[config.mk]
export PLATFORM = sky130hd
export DESIGN_NAME = fetch_sequencer
export DESIGN_NICKNAME = d
export VERILOG_FILES = /design/src/rtl/fetch_sequencer.sv
export SDC_FILE = /design/constraint.sdc
export NUM_CORES = 1
export LEC_CHECK = 0
export CAP_MARGIN = 40
export CORE_MARGIN = 2
export CORE_UTILIZATION = 35
export DETAILED_ROUTE_END_ITERATION = 8
export MAX_ROUTING_LAYER = met4
export PLACE_DENSITY = 0.74
export SLEW_MARGIN = 40
export SYNTH_ARGS = -nofsm -noshare
export SYNTH_HDL_FRONTEND = slang
export SYNTH_SLANG_ARGS = --single-unit
[constraint.sdc]
create_clock -name clk -period 2.9 [get_ports clk]
set_input_delay 0.58 -clock clk [delete_from_list [all_inputs] [get_ports clk]]
set_output_delay 0.58 -clock clk [all_outputs]
set_load 0.03 [all_outputs]
[src/rtl/fetch_sequencer.sv]
// -----------------------------------------------------------------------------
// fetch_sequencer
//
// Owns the fetch PC and drives the instruction-memory req/gnt/rvalid port with
// at most one request outstanding. A single-entry buffer holds each fetched word
// for the decoder (valid/ready handshake). Execute can redirect fetch at any
// time. A fetch that was already granted when the redirect arrived is marked
// stale and its response is discarded.
//
// Ports
//   clk, rst_n          clock; synchronous active-low reset
//   fetch_en_i          1 = keep issuing fetches; 0 = finish in-flight, then idle
//   redirect_i          one-cycle control-transfer pulse
//   redirect_addr_i     new fetch PC (bits [1:0] ignored)
//   imem_req_o          fetch request (held until granted)
//   imem_addr_o         fetch address, meaningful while imem_req_o=1
//   imem_gnt_i          request accepted
//   imem_rvalid_i       read data valid (at least one cycle after grant)
//   imem_rdata_i        read data
//   instr_valid_o       instruction buffer full
//   instr_o             buffered instruction
//   instr_pc_o          address of instr_o
//   instr_pc_plus4_o    instr_pc_o + 4 (link address)
//   instr_ready_i       decoder consumes the buffer when valid && ready
// -----------------------------------------------------------------------------
module fetch_sequencer #(
  parameter int                    ADDR_WIDTH  = 32,
  parameter int                    INSTR_WIDTH = 32,
  parameter logic [ADDR_WIDTH-1:0] BOOT_ADDR   = 'h10074
) (
  input  logic                   clk,
  input  logic                   rst_n,
  input  logic                   fetch_en_i,
  input  logic                   redirect_i,
  input  logic [ADDR_WIDTH-1:0]  redirect_addr_i,
  output logic                   imem_req_o,
  output logic [ADDR_WIDTH-1:0]  imem_addr_o,
  input  logic                   imem_gnt_i,
  input  logic                   imem_rvalid_i,
  input  logic [INSTR_WIDTH-1:0] imem_rdata_i,
  output logic                   instr_valid_o,
  output logic [INSTR_WIDTH-1:0] instr_o,
  output logic [ADDR_WIDTH-1:0]  instr_pc_o,
  output logic [ADDR_WIDTH-1:0]  instr_pc_plus4_o,
  input  logic                   instr_ready_i
);

  typedef enum logic [1:0] {
    ST_IDLE = 2'd0,
    ST_REQ  = 2'd1,
    ST_WAIT = 2'd2,
    ST_HOLD = 2'd3
  } state_t;

  localparam logic [ADDR_WIDTH-1:0] PC_STEP = ADDR_WIDTH'(4);

  state_t                 state_reg,       state_next;
  logic [ADDR_WIDTH-1:0]  fetch_pc_reg,    fetch_pc_next;
  logic [ADDR_WIDTH-1:0]  req_pc_reg,      req_pc_next;
  logic                   kill_reg,        kill_next;
  logic                   instr_valid_reg, instr_valid_next;
  logic [INSTR_WIDTH-1:0] instr_reg,       instr_next;
  logic [ADDR_WIDTH-1:0]  instr_pc_reg,    instr_pc_next;

  logic [ADDR_WIDTH-1:0]  redirect_pc;
  state_t                 resume_state;

  // Fetch addresses are word aligned; the low two bits of the target are dropped.
  assign redirect_pc = {redirect_addr_i[ADDR_WIDTH-1:2], 2'b00};

  // Low address bits are intentionally unused.
  logic unused_low_bits;
  assign unused_low_bits = ^redirect_addr_i[1:0];

  // Where to go once the current fetch has been retired or dropped.
  assign resume_state = fetch_en_i ? ST_REQ : ST_IDLE;

  // ---------------------------------------------------------------------------
  // State register
  // ---------------------------------------------------------------------------
  always_ff @(posedge clk) begin
    if (!rst_n) begin
      state_reg       <= ST_IDLE;
      fetch_pc_reg    <= BOOT_ADDR;
      req_pc_reg      <= BOOT_ADDR;
      kill_reg        <= 1'b0;
      instr_valid_reg <= 1'b0;
      instr_reg       <= '0;
      instr_pc_reg    <= BOOT_ADDR;
    end else begin
      state_reg       <= state_next;
      fetch_pc_reg    <= fetch_pc_next;
      req_pc_reg      <= req_pc_next;
      kill_reg        <= kill_next;
      instr_valid_reg <= instr_valid_next;
      instr_reg       <= instr_next;
      instr_pc_reg    <= instr_pc_next;
    end
  end

  // ---------------------------------------------------------------------------
  // Next-state logic
  // ---------------------------------------------------------------------------
  always_comb begin
    state_next       = state_reg;
    fetch_pc_next    = fetch_pc_reg;
    req_pc_next      = req_pc_reg;
    kill_next        = kill_reg;
    instr_valid_next = instr_valid_reg;
    instr_next       = instr_reg;
    instr_pc_next    = instr_pc_reg;

    // A redirect always wins: the PC jumps to the target and any buffered
    // instruction belongs to the wrong path.
    if (redirect_i) begin
      fetch_pc_next    = redirect_pc;
      instr_valid_next = 1'b0;
    end

    case (state_reg)
      ST_IDLE: begin
        // A redirect in IDLE only retargets the PC; fetching resumes next cycle.
        if (!redirect_i && fetch_en_i) begin
          state_next = ST_REQ;
        end
      end

      ST_REQ: begin
        // The request is never withdrawn, even if fetch_en_i drops. Without a
        // grant a redirect just changes the address still being presented.
        if (imem_gnt_i) begin
          state_next  = ST_WAIT;
          req_pc_next = fetch_pc_reg;
          if (redirect_i) begin
            // Memory already accepted the old address, so its data is stale.
            // The PC goes to the target itself, not target + 4.
            kill_next = 1'b1;
          end else begin
            fetch_pc_next = fetch_pc_reg + PC_STEP;
          end
        end
      end

      ST_WAIT: begin
        if (imem_rvalid_i) begin
          if (redirect_i || kill_reg) begin
            // Stale response: drop it. Kill never needs to outlive this beat.
            kill_next  = 1'b0;
            state_next = resume_state;
          end else begin
            instr_next       = imem_rdata_i;
            instr_pc_next    = req_pc_reg;
            instr_valid_next = 1'b1;
            state_next       = ST_HOLD;
          end
        end else if (redirect_i) begin
          kill_next = 1'b1;
        end
      end

      ST_HOLD: begin
        // The buffer is always full in HOLD. A redirect empties it exactly as a
        // consume would, so a simultaneous ready needs no special treatment.
        if (redirect_i || instr_ready_i) begin
          instr_valid_next = 1'b0;
          state_next       = resume_state;
        end
      end

      default: begin
        state_next = ST_IDLE;
      end
    endcase
  end

  // ---------------------------------------------------------------------------
  // Outputs
  // ---------------------------------------------------------------------------
  assign imem_req_o       = (state_reg == ST_REQ);
  assign imem_addr_o      = fetch_pc_reg;
  assign instr_valid_o    = instr_valid_reg;
  assign instr_o          = instr_reg;
  assign instr_pc_o       = instr_pc_reg;
  assign instr_pc_plus4_o = instr_pc_reg + PC_STEP;

endmodule

==> results.py, run 1 <==
metrics = {
    "sta": {
        "timing.final.crit_share": 0.972,
        "worst_pin_slew_ns": 0.693,
        "rsz0062_at_grt": "no",
        "slew_headroom": 0.538,
        "final_hold_viol_count": 0,
        "finalSetupViolations": 0,
        "tns_ns": 0,
        "fin_worst_skew_ns": 0.00819,
        "maxSlewViolCount": 0,
        "finalCriticalPeriod_ns": 2.82,
        "max_clock_freq_ghz": 0.355,
    },
    "route": {
        "drt-initial-drc-count": 486,
        "first_pass_iters": 5,
        "drc": 0,
        "ant_nets": 0,
        "drt-wirelength-per-cell_um": 15.4,
        "drt_wl_total_um": 18400,
        "vias_per_cell": 5.09,
        "via_count": 6082,
    },
    "synth": {
        "synth_edf_count": 0,
        "synthXorXnorAreaFrac": 0.0509,
        "synthAdderAreaFrac": 0.00404,
        "async_reset_ff_frac": 0,
        "synth_top_family_by_area": "simple AND/OR/NAND/NOR gates",
        "yosysSeqAreaShare": 0.427,
        "synth-seq-cells": 132,
        "synthCells": 776,
        "syn_avg_cell_area_um2": 7.98,
        "synth_compound_area_frac": 0.182,
        "yosysWarnings": 0,
        "synth_ff_type": "dfxtp_1",
        "synth_cell_types": 47,
        "netlist_area_mm2": 0.00619,
        "synthMuxAreaShare": 0.00162,
        "syn-num-nets": 849,
        "synth_simple_gate_area_share": 0.291,
    },
    "clocking": {
        "clk_path_buf_depth": 2,
        "cts_tree": "done",
        "clkSinkCount": 132,
        "numCtsBuffers": 17,
        "hold_buffers": 0,
        "clk_pin_slew_ns": 0.06,
        "cts_root_buffer": "clkbuf_16",
        "htree_levels": 4,
        "worst_skew_pair.late_latency_ns": 0.42,
    },
    "hold_path": {
        "min_path_type": "reg -> reg",
    },
    "floorplan": {
        "fp-row-count": 48,
        "die-area_mm2": 0.0188,
        "die_y_um": 137,
        "start_util": 0.358,
        "core_mm2": 0.0173,
        "die_w_um": 137,
        "ios": 201,
    },
    "setup_path": {
        "cp_max_fo": 6,
        "startpoint_type": "flip-flop",
        "critPathRequiredTime_ns": 2.32,
        "rr_endpoint": "imem_addr_o[30]",
        "crit_type": "reg -> out",
        "cp-startpoint": "instr_pc_o[12]",
        "critPathCaptureType": "output pin",
        "rr_startpoint": "imem_addr_o[2]",
        "ff2ff_setup_slack_ns": 0.73,
        "worstPathArrival_ns": 2.24,
        "worstRegToRegCells": 5,
        "cp-endpoint": "instr_pc_plus4_o[20]",
    },
    "power": {
        "vdd_ir_drop_max_v": 0.000471,
        "p_total_w": 0.00502,
        "p_leak_nw": 3.19,
        "powerDensity_mw_per_mm2": 559,
    },
    "place": {
        "place.gp.congestion": 0.854,
        "port_buffers": 198,
        "dp_hpwl_um": 13000,
    },
    "final_layout": {
        "drive_above_1_share": 0.0836,
        "diodes": 0,
        "area_delta_synth_final_pct": 45.1,
        "finish.utilization": 0.519,
        "fin_nets": 1029,
    },
    "global_routing": {
        "antenna_found_initial": 0,
        "first_global_vias": 5486,
        "grt_overflow": 0,
        "gr-usage-all-layers": 0.204,
        "grt_max_degree": 77,
        "grt_pass1_wl_um": 29200,
    },
    "job": {
        "maxCapViolations": 0,
    },
    "run_status": {
        "status": "finished, final reports clean",
    },
}
synthesized netlist by cell type, types with 9 or more instances:
cell      number  area [um2]
o21ai_0       28         140
nor2_1        11        41.3
and4_1        12         105
a21oi_1       13        65.1
xnor2_1       27         236
nor4_1        13        81.3
nand3_1       42         210
clkbuf_1      42         158
and3_1        15        93.8
a21boi_0      89         668
xor2_1         9        78.8
dfxtp_1      132        2640
nand2_1      217         815
inv_1         10        37.5
nand4_1       18         113
nor3_1        11        55.1
report_power, final:
group	switching [W]	internal (W)	total, W
Sequential	0.000123	0.00191	0.00203
Clock	0.000836	0.00138	0.00222
Combinational	0.000433	0.000338	0.000771
Total	0.00139	0.00363	0.00502
routing by layer:
| layer | track usage | part of all wire | vias to the layer above |
|---|---|---|---|
| met5 | - | 0 | - |
| met1 | 0.275 | 0.46 | 2805 |
| met4 | 0.0876 | 0.024 | 0 |
| met3 | 0.0333 | 0.056 | 31 |
| met2 | 0.300 | 0.46 | 190 |
| li1 | - | - | 3056 |
per-stage QoR:
stage          cells  setup slack (ns)  area (um2)  hold slack [ns]
2_1_floorplan    776             0.171        6190            0.422
3_3_place_gp    1160             0.245        8340            0.433
3_5_place_dp    1160             0.189        8340            0.437
4_1_cts         1193            0.0392        8970            0.449
5_1_grt         1194           0.00391        8980            0.471
6_report        1194            0.0802        8980            0.444
what timing repair did:
action,in CTS,in global routing
pin swaps,2,1
endpoints found under the setup margin,9,14
buffers inserted,1,1
resized for setup,14,3
area by class of cell:
class                   count  area [um2]
clock buffers              18         439
clock inverters            14         176
flip-flops and latches    132        2650
inverters                  10        37.5
fillers                  1692        8310
multi-input cells         578        3300
well taps                 225         282
repair buffers            217        2100
worst min-delay path by stage:
stage | from | end | slack [ns] | depth (start not counted)
final | kill_reg | kill_reg | 0.44 | 2
after global routing | kill_reg | kill_reg | 0.47 | 2
after CTS | kill_reg | kill_reg | 0.45 | 2
after detailed placement | kill_reg | kill_reg | 0.44 | 2
after global placement | kill_reg | kill_reg | 0.43 | 2
after floorplan | kill_reg | kill_reg | 0.42 | 2
logic make-up (layout without fill, tap and decap cells):
family                     Yosys count  in the layout
muxes                                1              1
AOI/OAI and AO/OA                  163            163
adders and majority gates            2              2
DFF                                132            132
xor gates and xnor gates            36             36
buffers and inverters               66            259
and+or+nand+nor                    376            376
cells in the final DEF (no fill, tap or decap), drive strengths merged, types with 9 or more instances in the layout:
master / Yosys / layout
a21oi: 13 / 13
nand4: 19 / 19
clkdlybuf4s50: 0 / 173
nand2: 217 / 217
xor2: 9 / 9
dlygate4sd2: 0 / 9
buf: 13 / 35
nor4: 14 / 14
o21ai: 28 / 28
dfxtp: 132 / 132
inv: 10 / 13
and4: 12 / 12
a21boi: 89 / 89
nor3: 11 / 11
nor2: 11 / 11
xnor2: 27 / 27
clkbuf: 43 / 18
and3: 15 / 15
nand3: 42 / 42
worst max-delay path, cell delays in order, from the launching register on:
cell     delay, ns
dfxtp_1       0.46
nand4_1       0.20
or4_1         0.59
nor3_2        0.17
xor2_1        0.20
buf_4         0.19
Note: power is estimated with default switching activity, not from simulation.
==> run 2, diff against run 1 <==
--- a/config.mk
+++ b/config.mk
@@ -5,13 +5,13 @@
 export SDC_FILE = /design/constraint.sdc
 export NUM_CORES = 1
 export LEC_CHECK = 0
+export ABC_AREA = 1
 export CAP_MARGIN = 40
 export CORE_MARGIN = 2
 export CORE_UTILIZATION = 35
 export DETAILED_ROUTE_END_ITERATION = 8
 export MAX_ROUTING_LAYER = met4
-export PLACE_DENSITY = 0.74
-export SLEW_MARGIN = 40
+export PLACE_DENSITY = 0.73
 export SYNTH_ARGS = -nofsm -noshare
 export SYNTH_HDL_FRONTEND = slang
 export SYNTH_SLANG_ARGS = --single-unit
==> run 2 against run 1 <==
Sequential power increased by 8%. Synthesized area grew 4.2%. Largest cell class unchanged. Design area is 3.0% higher. Fmax grew 1.1%.
==> results.py, run 2 <==
metrics = {
    "sta": {
        "worst_pin_slew_ns": 0.460,
        "final_hold_viol_count": 0,
        "finalSetupViolations": 0,
        "maxSlewViolCount": 0,
        "max_clock_freq_ghz": 0.358,
        "timing.final.crit_share": 0.962,
        "slew_headroom": 0.693,
        "fin_worst_skew_ns": 0.00790,
        "finalCriticalPeriod_ns": 2.79,
        "rsz0062_at_grt": "no",
        "tns_ns": 0,
        "fin_hold_ws_ns": 0.454,
        "setup_slack_ns": 0.110,
    },
    "synth": {
        "synth_edf_count": 0,
        "netlist_area_mm2": 0.00645,
        "yosysWarnings": 0,
        "synthTopCellsByCount": "211 x nor2_1, 141 x nand2_1, 132 x dfxtp_1",
        "synth_cell_types": 36,
        "synth_area_leaders": "dfxtp_1 41%, nor2_1 12%, o21ai_0 8.2%, nand2_1 8.2%, a21oi_1 4.7%",
        "synthCells": 937,
        "syn_avg_cell_area_um2": 6.89,
        "syn-num-nets": 1010,
        "yosys.area.top_type": "dfxtp_1",
        "async_reset_ff_frac": 0,
        "synth-seq-cells": 132,
        "yosysMostFrequentCell": "nor2_1",
        "synth_ff_type": "dfxtp_1",
        "yosysSeqAreaShare": 0.409,
        "synth_top_area_frac": 0.409,
    },
    "route": {
        "vias_per_cell": 4.93,
        "routedLengthMet1_um": 9270,
        "first_pass_iters": 5,
        "drt-initial-drc-count": 492,
        "drt-wirelength-per-cell_um": 14.9,
        "via_count": 6741,
        "dr.max_layer_used": "met4",
        "drt_wl_total_um": 20300,
        "ant_nets": 0,
        "routed-wl-met3_um": 1440,
        "met2_length_um": 9310,
        "drc": 0,
    },
    "job": {
        "maxCapViolations": 0,
    },
    "run_status": {
        "status": "finished, final reports clean",
    },
    "power": {
        "p_clk_frac": 0.374,
        "p_leak_nw": 4.05,
        "p_total_w": 0.00572,
        "switching_share": 0.313,
        "vdd_ir_drop_max_v": 0.000430,
        "seqPwrFrac": 0.384,
        "powerDensity_mw_per_mm2": 618,
        "netSwitchingPower_w": 0.00179,
        "power_frac_comb": 0.242,
        "p_int_w": 0.00393,
    },
    "floorplan": {
        "die-area_mm2": 0.0195,
        "fp-row-count": 49,
        "die_w_um": 140,
        "ios": 201,
        "start_util": 0.358,
        "die_y_um": 140,
        "core_mm2": 0.0180,
    },
    "final_layout": {
        "fillers": 1791,
        "multi_input_area_mm2": 0.00329,
        "diodes": 0,
        "final_cell_mix": "211 x nor2_1, 174 x clkdlybuf4s50_1, 141 x nand2_1",
        "drive_above_1_share": 0.0808,
        "area_delta_synth_final_pct": 43.3,
        "fin_nets": 1201,
        "seqCellArea_mm2": 0.00264,
        "final_common_cell": "nor2_1",
        "final_cell_count_no_fill": 1368,
    },
    "clocking": {
        "htree_levels": 4,
        "post-cts-setup-buffers": 0,
        "cts_tree": "done",
        "numCtsBuffers": 17,
        "worst_skew_pair.late_latency_ns": 0.42,
        "ctsResizeCount": 25,
        "clk_pin_slew_ns": 0.06,
        "clkSinkCount": 132,
        "clk_path_buf_depth": 2,
        "cts_root_buffer": "clkbuf_16",
        "hold_buffers": 0,
    },
    "setup_path": {
        "crit_type": "reg -> out",
        "critPathRequiredTime_ns": 2.32,
        "cp_max_fo": 5,
        "critPathCaptureType": "output pin",
        "worstPathArrival_ns": 2.21,
        "startpoint_type": "flip-flop",
    },
    "place": {
        "port_buffers": 198,
        "dp_hpwl_um": 14900,
        "post-place-ws_ns": 0.111,
        "place.gp.congestion": 0.912,
        "dp.cells": 1338,
    },
    "global_routing": {
        "antenna_found_initial": 0,
        "grt_pass1_wl_um": 32500,
        "gr-usage-all-layers": 0.212,
        "grt_max_degree": 112,
        "grt_overflow": 0,
        "first_global_vias": 6311,
    },
    "hold_path": {
        "min_path_type": "reg -> reg",
    },
}
## run 2: cell types whose count changed in the layout (fill, tap and decap cells not counted), sizes merged, moves of 47 or more
cell	previous run	this run
a21boi	89	1
a21oi	13	60
inv	13	81
nand2	217	149
nor2	11	224
o21ai	28	107
## run 2: critical path, cell delays in order, from the launching register on
cell and delay (ns):
dfxtp_1 0.45, nand2_1 0.12, buf_4 0.16, nor2_1 0.14, nand4_1 0.10, nor3_1 0.14
nand2_1 0.08, xor2_1 0.18, dlygate4sd2_1 0.42
## run 2: logic make-up (layout without fill, tap and decap cells)
kind of cell	after synthesis	count (layout)	share of synthesized area
xor+xnor	36	36	0.0489
flops	132	132	0.409
buf+inv	127	329	0.0843
fa+ha+maj	2	2	0.00388
compound gates	182	182	0.146
simple gates	458	458	0.307
## run 2: worst paths after layout
check	start	cells after the start	endpoint	slack, ns
setup / recovery	instr_pc_o[13]	8	instr_pc_plus4_o[28]	0.11
hold / removal	imem_addr_o[0]	2	imem_addr_o[0]	0.45
setup reg to reg	imem_addr_o[3]	9	imem_addr_o[23]	1.17
hold reg to reg	imem_addr_o[0]	2	imem_addr_o[0]	0.45
## run 2: stage by stage
stage | cell area [um2] | util
floorplan | 6450 | -
global placement | 8690 | 0.482
detailed placement | 8690 | 0.482
CTS | 9260 | 0.514
global route | 9250 | 0.513
finish | 9250 | 0.513
## run 2: layout make-up
class                      count  area share
clock inverter                 8      0.0107
timing repair buffer         219       0.231
sequential                   132       0.286
clock buffer                  22      0.0534
inverter                      80      0.0325
multi-input combinational    678       0.355
tap                          229      0.0310
## run 2: per-layer routing
metal / global-route usage / vias to the layer above
met1: 0.274 / 3060
met3: 0.0578 / 26
met4: 0.0600 / 0
met2: 0.325 / 250
met5: - / -
li1: - / 3405
## run 2: power groups by stage
stage	clock network (W)	logic [W]	registers (W)
2_1_floorplan	0	0.000631	0.00240
3_3_place_gp	0	0.00138	0.00222
3_5_place_dp	0	0.00140	0.00223
4_1_cts	0.00218	0.00139	0.00219
5_1_grt	0.00228	0.00150	0.00222
6_report	0.00214	0.00138	0.00219
==> run 3, diff against run 2 <==
--- a/config.mk
+++ b/config.mk
@@ -11,7 +11,7 @@
 export CORE_UTILIZATION = 35
 export DETAILED_ROUTE_END_ITERATION = 8
 export MAX_ROUTING_LAYER = met4
-export PLACE_DENSITY = 0.73
+export PLACE_DENSITY = 0.63
 export SYNTH_ARGS = -nofsm -noshare
 export SYNTH_HDL_FRONTEND = slang
 export SYNTH_SLANG_ARGS = --single-unit
==> run 3 against run 2 <==
Clock skew grew 0.0041 ns. Critical endpoint is now instr_pc_plus4_o[14]. First-iteration DRC count fell by 0.41%. Utilization down 0.30 points. Highest routed layer unchanged. Clock power down 4%. Wire length rose by 0.62%. Cell count grew 0.22%.
==> results.py, run 3 (synthesis results as in run 2) <==
metrics = {
    "setup_path": {
        "cp-startpoint": "instr_pc_o[2]",
        "critPathCaptureType": "output pin",
        "critPathRequiredTime_ns": 2.32,
        "worstPathCellList": "ha_1 -> nand3_1 -> nor2_4 -> nand2_2 -> nor2_4 -> xor2_1 -> dlygate4sd2_1",
        "path_delay_family": "simple AND/OR/NAND/NOR gates",
        "worstPathArrival_ns": 2.17,
        "rr_startpoint": "imem_addr_o[12]",
        "crit_type": "reg -> out",
        "cp_num_buf_inv": 1,
        "cpMaxStageDelayCell": "dlygate4sd2_1",
        "cp_max_fo": 4,
        "startpoint_type": "flip-flop",
        "cpMostUsedCell": "nor2_4",
        "critPathMaxStageDelay_ns": 0.42,
    },
    "power": {
        "netSwitchingPower_w": 0.00188,
        "p_leak_nw": 4.02,
        "p_int_w": 0.00375,
        "vdd_ir_drop_max_v": 0.000402,
        "power_frac_comb": 0.244,
        "powerDensity_mw_per_mm2": 612,
        "seqPwrFrac": 0.390,
        "switching_share": 0.334,
        "p_clk_frac": 0.366,
    },
    "route": {
        "ant_nets": 0,
        "drc": 0,
        "routedLengthMet1_um": 9590,
        "first_pass_iters": 5,
        "drt_wl_total_um": 20500,
        "routed-wl-met3_um": 1170,
        "drt-wirelength-per-cell_um": 14.9,
        "vias_per_cell": 4.87,
        "met2_length_um": 9350,
        "dr.max_layer_used": "met4",
        "via_count": 6673,
        "drt-initial-drc-count": 490,
    },
    "final_layout": {
        "drive_above_1_share": 0.0893,
        "fin_nets": 1202,
        "diodes": 0,
        "final_cell_mix": "211 x nor2_1, 174 x clkdlybuf4s50_1, 141 x nand2_1",
        "final_common_cell": "nor2_1",
        "area_delta_synth_final_pct": 42.5,
        "final_cell_count_no_fill": 1371,
    },
    "floorplan": {
        "core_mm2": 0.0180,
        "ios": 201,
        "fp-row-count": 49,
        "die_w_um": 140,
        "die_y_um": 140,
        "start_util": 0.358,
        "die-area_mm2": 0.0195,
    },
    "sta": {
        "maxSlewViolCount": 0,
        "timing.final.crit_share": 0.948,
        "slew_headroom": 0.669,
        "finalSetupViolations": 0,
        "worst_pin_slew_ns": 0.496,
        "finalCriticalPeriod_ns": 2.75,
        "final_hold_viol_count": 0,
        "rsz0062_at_grt": "no",
        "setup_slack_ns": 0.151,
        "tns_ns": 0,
        "max_clock_freq_ghz": 0.364,
        "fin_worst_skew_ns": 0.0120,
    },
    "clocking": {
        "clk_path_buf_depth": 2,
        "htree_levels": 4,
        "cts_root_buffer": "clkbuf_16",
        "cts_tree": "done",
        "clkSinkCount": 132,
        "clk_pin_slew_ns": 0.06,
        "post-cts-setup-buffers": 0,
        "numCtsBuffers": 17,
        "worst_skew_pair.late_latency_ns": 0.42,
    },
    "global_routing": {
        "antenna_found_initial": 0,
        "gr-usage-all-layers": 0.212,
        "grt_max_degree": 85,
        "grt_overflow": 0,
        "first_global_vias": 6085,
        "grt_pass1_wl_um": 32300,
    },
    "hold_path": {
        "min_path_type": "reg -> reg",
        "holdCritStartpoint": "imem_addr_o[1]",
    },
    "run_status": {
        "status": "finished, final reports clean",
    },
    "place": {
        "place.gp.congestion": 0.905,
        "post-place-ws_ns": 0.143,
        "port_buffers": 198,
        "dp.cells": 1339,
        "dp_hpwl_um": 15200,
    },
    "job": {
        "maxCapViolations": 0,
    },
}
-- run 3: worst reg2reg max path, cell delays in order (launching register included) --
cell	delay [ns]
dfxtp_1	0.48
nand2_1	0.17
nor2_1	0.19
nand3_1	0.21
nor2_1	0.30
a21boi_0	0.15
a21oi_1	0.16
-- run 3: what timing repair did --
item | 4_1_cts | 5_1_grt
endpoints found under the setup margin | 21 | 16
gates resized for setup | 27 | 29
hold buffers | 0 | 0
-- run 3: power groups by stage --
stage	combinational, W	clock, W	sequential [W]
floorplan	0.000631	0	0.00240
global placement	0.00138	0	0.00222
detailed placement	0.00139	0	0.00223
CTS	0.00138	0.00211	0.00219
global route	0.00150	0.00218	0.00222
finish	0.00137	0.00206	0.00219
-- run 3: through the flow --
step | util | total power, W | hold WS [ns] | area [um2]
2_1_floorplan | - | 0.00303 | 0.429 | 6450
3_3_place_gp | 0.481 | 0.00360 | 0.439 | 8670
3_5_place_dp | 0.481 | 0.00361 | 0.441 | 8670
4_1_cts | 0.512 | 0.00568 | 0.450 | 9220
5_1_grt | 0.510 | 0.00590 | 0.469 | 9190
6_report | 0.510 | 0.00562 | 0.450 | 9190
-- run 3: final timing paths --
check / slack (ns) / end / cells past startpoint
hold / removal: 0.45 / imem_addr_o[1] / 2
setup / recovery: 0.15 / instr_pc_plus4_o[14] / 7
setup reg to reg: 1.18 / imem_addr_o[21] / 6
hold reg to reg: 0.45 / imem_addr_o[1] / 2
-- run 3: final cells by class --
class | instances | area [um2]
multi-input combinational | 678 | 3290
clock inverter | 15 | 145
inverter | 80 | 300
tap | 229 | 287
clock buffer | 17 | 425
timing repair buffer | 220 | 2100
sequential | 132 | 2640
fill | 1849 | 8830
-- run 3: metal layers --
layer | vias up | global-route usage
li1 | 3424 | -
met1 | 2996 | 0.285
met2 | 227 | 0.322
met3 | 26 | 0.0434
met4 | 0 | 0.0689
met5 | - | -
==> RTL edit 1 (config.mk and constraints of run 3) <==
Reset style: asynchronous (`rst_n`), changed in one clocked block. Comments in the files are not updated.
--- a/src/rtl/fetch_sequencer.sv
+++ b/src/rtl/fetch_sequencer.sv
@@ -78,7 +78,7 @@
   // ---------------------------------------------------------------------------
   // State register
   // ---------------------------------------------------------------------------
-  always_ff @(posedge clk) begin
+  always_ff @(posedge clk or negedge rst_n) begin
     if (!rst_n) begin
       state_reg       <= ST_IDLE;
       fetch_pc_reg    <= BOOT_ADDR;
Function: differs if rst_n is asserted again (counterexample within 4 cycles, from zero or initial values and one cycle with rst_n low); with rst_n held inactive, the same outputs for 4 cycles.
==> RTL edit 1 against run 3 <==
Via count fell by 14%. Hold slack got worse by 0.40 ns. Maximum frequency fell by 1.7%. Die area rose by 5.2%. Sequential cell count did not move. Utilization rose by 0.12 points. Synthesized cell count fell by 21%. Area after synthesis rose by 5.4%. Worst setup slack got worse by 0.047 ns. Global-route usage fell by 2.1 points. Final area rose by 5.1%. Wire length fell by 8.9%.
Power is not compared: it rests on default switching activity, and its combinational part moved more than twofold at a synthesized area within 25%.
==> RTL edit 1: results (changes against run 3) <==
Initial DRC Count=372 (was 490); Slowest cell on crit path=dfstp_2 (was dlygate4sd2_1); detailed placement HPWL=14100 um (was 15200 um); vias in the first global route=5596 (was 6085); multi-input combinational cell count=515 (was 678); fraction of layout instances using a drive strength above 1=0.160 (was 0.0893); Met2 Routed Length=8230 um (was 9350 um); final-layout clock-cell area share=0.0657 (was 0.0621); largest cells by area after synthesis=dfrtp_1 43%, mux2_4 11%, nand2_1 9.7% (was dfxtp_1 41%, nor2_1 12%, o21ai_0 8.2%); syn nets=817 (was 1010); Compound-Gate Fraction of Synth Area=0.0745 (was 0.146); outcome=finished clean (unchanged); GR Layer Usage met2=0.274 (was 0.322); Seq/total area=0.344 (was 0.288); Post-Route Skew=0.00779 ns (was 0.0120 ns); most frequent cells after synthesis=176 x nand2_1, 117 x dfrtp_1, 75 x nor2_1, 69 x inv_1, 58 x o21ai_0 (was 211 x nor2_1, 141 x nand2_1, 132 x dfxtp_1, 106 x o21ai_0, 77 x inv_1); vias per inst=4.67 (was 4.87); global-route usage over all layers=0.191 (was 0.212); CLK BUF=19 (was 17); fraction of area in multi-input gates=0.316 (was 0.358); routed len/inst=15.2 um (was 14.9 um); Area after DPL=0.00908 mm2 (was 0.00867 mm2); first-pass GRT wire length=29800 um (was 32300 um); nonclk buf count=214 (was 220); pin count of the biggest net entering global routing=69 (was 85); routability cong.=0.910 (was 0.905); register area share after synthesis=0.489 (was 0.409); non-clock buffer area fraction after layout=0.212 (was 0.228); crit path DAT=2.22 ns (was 2.17 ns); share of synthesized cell area in full adder, half adder and majority cells=0.00368 (was 0.00388); post-synthesis mux area share=0.114 (was 0); Netlist cell types=39 (was 36); Crit Path Max Fanout=5 (was 4); CP peak stage delay=0.56 ns (was 0.42 ns); row cnt=50 (was 49); DR WL met3=1060 um (was 1170 um); Slew @ Worst Pin=0.495 ns (was 0.496 ns); sequential standard cell area=0.00332 mm2 (was 0.00264 mm2)
[RTL edit 1: changes by cell type after synthesis, moves of 10 or more]
cell	delta
clkbuf_1	-14
mux2_4	+49
dfstp_2	+15
a21oi_1	-38
dfxtp_1	-132
nor2_1	-136
o21ai_0	-48
nand2_1	+35
nand3_1	-15
o21ai_1	+10
buf_2	-11
dfrtp_1	+117
[RTL edit 1: final timing paths]
| path | slack (ns) | endpoint | cells past startpoint | startpoint |
|---|---|---|---|---|
| min in group clk | 0.47 | req_pc_reg[6] | 2 | req_pc_reg[6] |
| max reg2reg | 0.97 | imem_addr_o[24] | 10 | imem_addr_o[2] |
| max in group asynchronous | 2.10 | instr_pc_o[16] | 2 | rst_n |
| min reg2reg | 0.47 | req_pc_reg[6] | 2 | req_pc_reg[6] |
| max | 0.10 | instr_pc_plus4_o[12] | 7 | instr_pc_o[2] |
| min | 0.05 | imem_addr_o[8] | 1 | rst_n |
==> RTL edit 2 (config.mk and constraints of run 3) <==
Without the edit above. Change the parameter `INSTR_WIDTH` from 32 to 64.
--- a/src/rtl/fetch_sequencer.sv
+++ b/src/rtl/fetch_sequencer.sv
@@ -25,7 +25,7 @@
 // -----------------------------------------------------------------------------
 module fetch_sequencer #(
   parameter int                    ADDR_WIDTH  = 32,
-  parameter int                    INSTR_WIDTH = 32,
+  parameter int                    INSTR_WIDTH = 64,
   parameter logic [ADDR_WIDTH-1:0] BOOT_ADDR   = 'h10074
 ) (
   input  logic                   clk,
Ports: changed (resized imem_rdata_i and instr_o); port bits go from 201 to 265. The function was not compared with the original's and may differ.
==> RTL edit 2 against run 3 <==
Final area is 19% higher. Cell count is 18% higher. Global-route usage is 1.1 points higher. Area after synthesis is 16% higher. Wire length is 21% higher. Worst setup slack worse by 0.018 ns. Total power is 15% higher. Sequential cell count is 32 higher. Critical endpoint is now instr_pc_plus4_o[28]. Highest routed layer unchanged.
==> RTL edit 2: results (changes against run 3) <==
outcome=finished clean (unchanged); register area share after synthesis=0.437 (was 0.409); global-route usage over all layers=0.223 (was 0.212); crit path DAT=2.19 ns (was 2.17 ns); most frequent cells after synthesis=284 x nor2_1, 164 x dfxtp_1, 143 x nand2_1, 88 x o21ai_0, 72 x inv_1 (was 211 x nor2_1, 141 x nand2_1, 132 x dfxtp_1, 106 x o21ai_0, 77 x inv_1); detailed placement HPWL=17800 um (was 15200 um); CP peak stage delay=0.42 ns (about the same); CTS Buf Count=17 (unchanged); P_leak=0.00464 uW (was 0.00402 uW); Max-Cap Viols=0 (unchanged); Tightest Hold Check Type=reg -> reg (unchanged); Slew @ Worst Pin=0.815 ns (was 0.496 ns); met3 GRT Util=0.0558 (was 0.0434); worst skew pair latency=0.42 ns (about the same); H-tree Lvls=4 (unchanged); Bufs on Longest Clock Path=2 (unchanged); first-pass GRT wire length=38700 um (was 32300 um); DR DRC count=0 (unchanged); Max Used Layer=met4 (unchanged); PortBufs=262 (was 198); antenna cells=0 (unchanged); Global Route met1 Usage=0.278 (was 0.285); CTS Root Cell=clkbuf_16 (unchanged); vias per inst=4.84 (was 4.87); Initial DRC Count=491 (was 490); Met2 Routed Length=12000 um (was 9350 um); Synthesis Warnings=0 (unchanged); Netlist cell types=34 (was 36); routability cong.=0.889 (was 0.905); crit-path leading delay family=simple AND/OR/NAND/NOR gates (unchanged); largest cells by area after synthesis=dfxtp_1 44%, nor2_1 14%, nand2_1 7.1% (was dfxtp_1 41%, nor2_1 12%, o21ai_0 8.2%); syn nets=1186 (was 1010); Post-Route Skew=0.00755 ns (was 0.0120 ns); pin count of the biggest net entering global routing=144 (was 85); GR Layer Usage met2=0.363 (was 0.322); Crit Path Max Fanout=4 (unchanged); clock slew at reported path FFs=0.07 ns; Slowest cell on crit path=dlygate4sd2_1 (unchanged); vias in the first global route=7456 (was 6085); nets=1431 (was 1202); initial antenna violation count=0 (unchanged); routed len/inst=15.3 um (was 14.9 um); Synth async-reset ratio=0 (unchanged); Post-CTS Setup Inserts=0 (unchanged); WL met1=10700 um (was 9590 um); fraction of layout instances using a drive strength above 1=0.0717 (was 0.0893); Peak VDD IR=0.400 mV (was 0.402 mV); Largest register FFs=64; drt first pass iters=7 (was 5); DR WL met3=1650 um (was 1170 um)
## RTL edit 2: cell families after synthesis
kind of cell	Yosys count	share of synthesized area
AO/OA/AOI/OAI	211	0.148
AND/OR/NAND/NOR	531	0.292
adder cells (fa/ha/maj)	2	0.00333
flip-flops	164	0.437
buffers and inverters	137	0.0772
XOR/XNOR	36	0.0420
## RTL edit 2: metrics by stage
stage | cells | setup slack, ns | util | power [uW] | cell area, um2
2_1_floorplan | 1081 | 0.348 | - | 3670 | 7510
3_3_place_gp | 1582 | 0.194 | 0.494 | 4390 | 10400
3_5_place_dp | 1582 | 0.154 | 0.494 | 4400 | 10400
4_1_cts | 1613 | 0.0125 | 0.520 | 6560 | 10900
5_1_grt | 1613 | 0.0158 | 0.520 | 6810 | 10900
6_report | 1613 | 0.133 | 0.520 | 6490 | 10900
## RTL edit 2: final cells by class
| type | count | area, um2 |
|---|---|---|
| Clock buffer | 17 | 425 |
| Clock inverter | 14 | 131 |
| Fill cell | 2071 | 10100 |
| Inverter | 79 | 298 |
| Multi-Input combinational cell | 780 | 3660 |
| Sequential cell | 164 | 3280 |
| Tap cell | 275 | 344 |
| Timing Repair Buffer | 284 | 2780 |
## RTL edit 2: power by group
part           total (uW)  switching [uW]  internal [uW]
registers            2690             196           2490
logic                1640             988            650
clock network        2160             973           1190
total                6490            2160           4330
## RTL edit 2: final timing paths
kind,start,end,slack (ns),cells after the start
hold reg to reg,imem_addr_o[1],imem_addr_o[1],0.45,2
setup / recovery,instr_pc_o[10],instr_pc_plus4_o[28],0.13,7
hold / removal,imem_addr_o[1],imem_addr_o[1],0.45,2
setup reg to reg,state_reg[1],instr_o[16],1.00,8
## RTL edit 2: what timing repair did
action,4_1_cts,5_1_grt
setup endpoints to repair,19,16
cloned,0,0
hold buffers,0,0
gates resized for setup,23,19
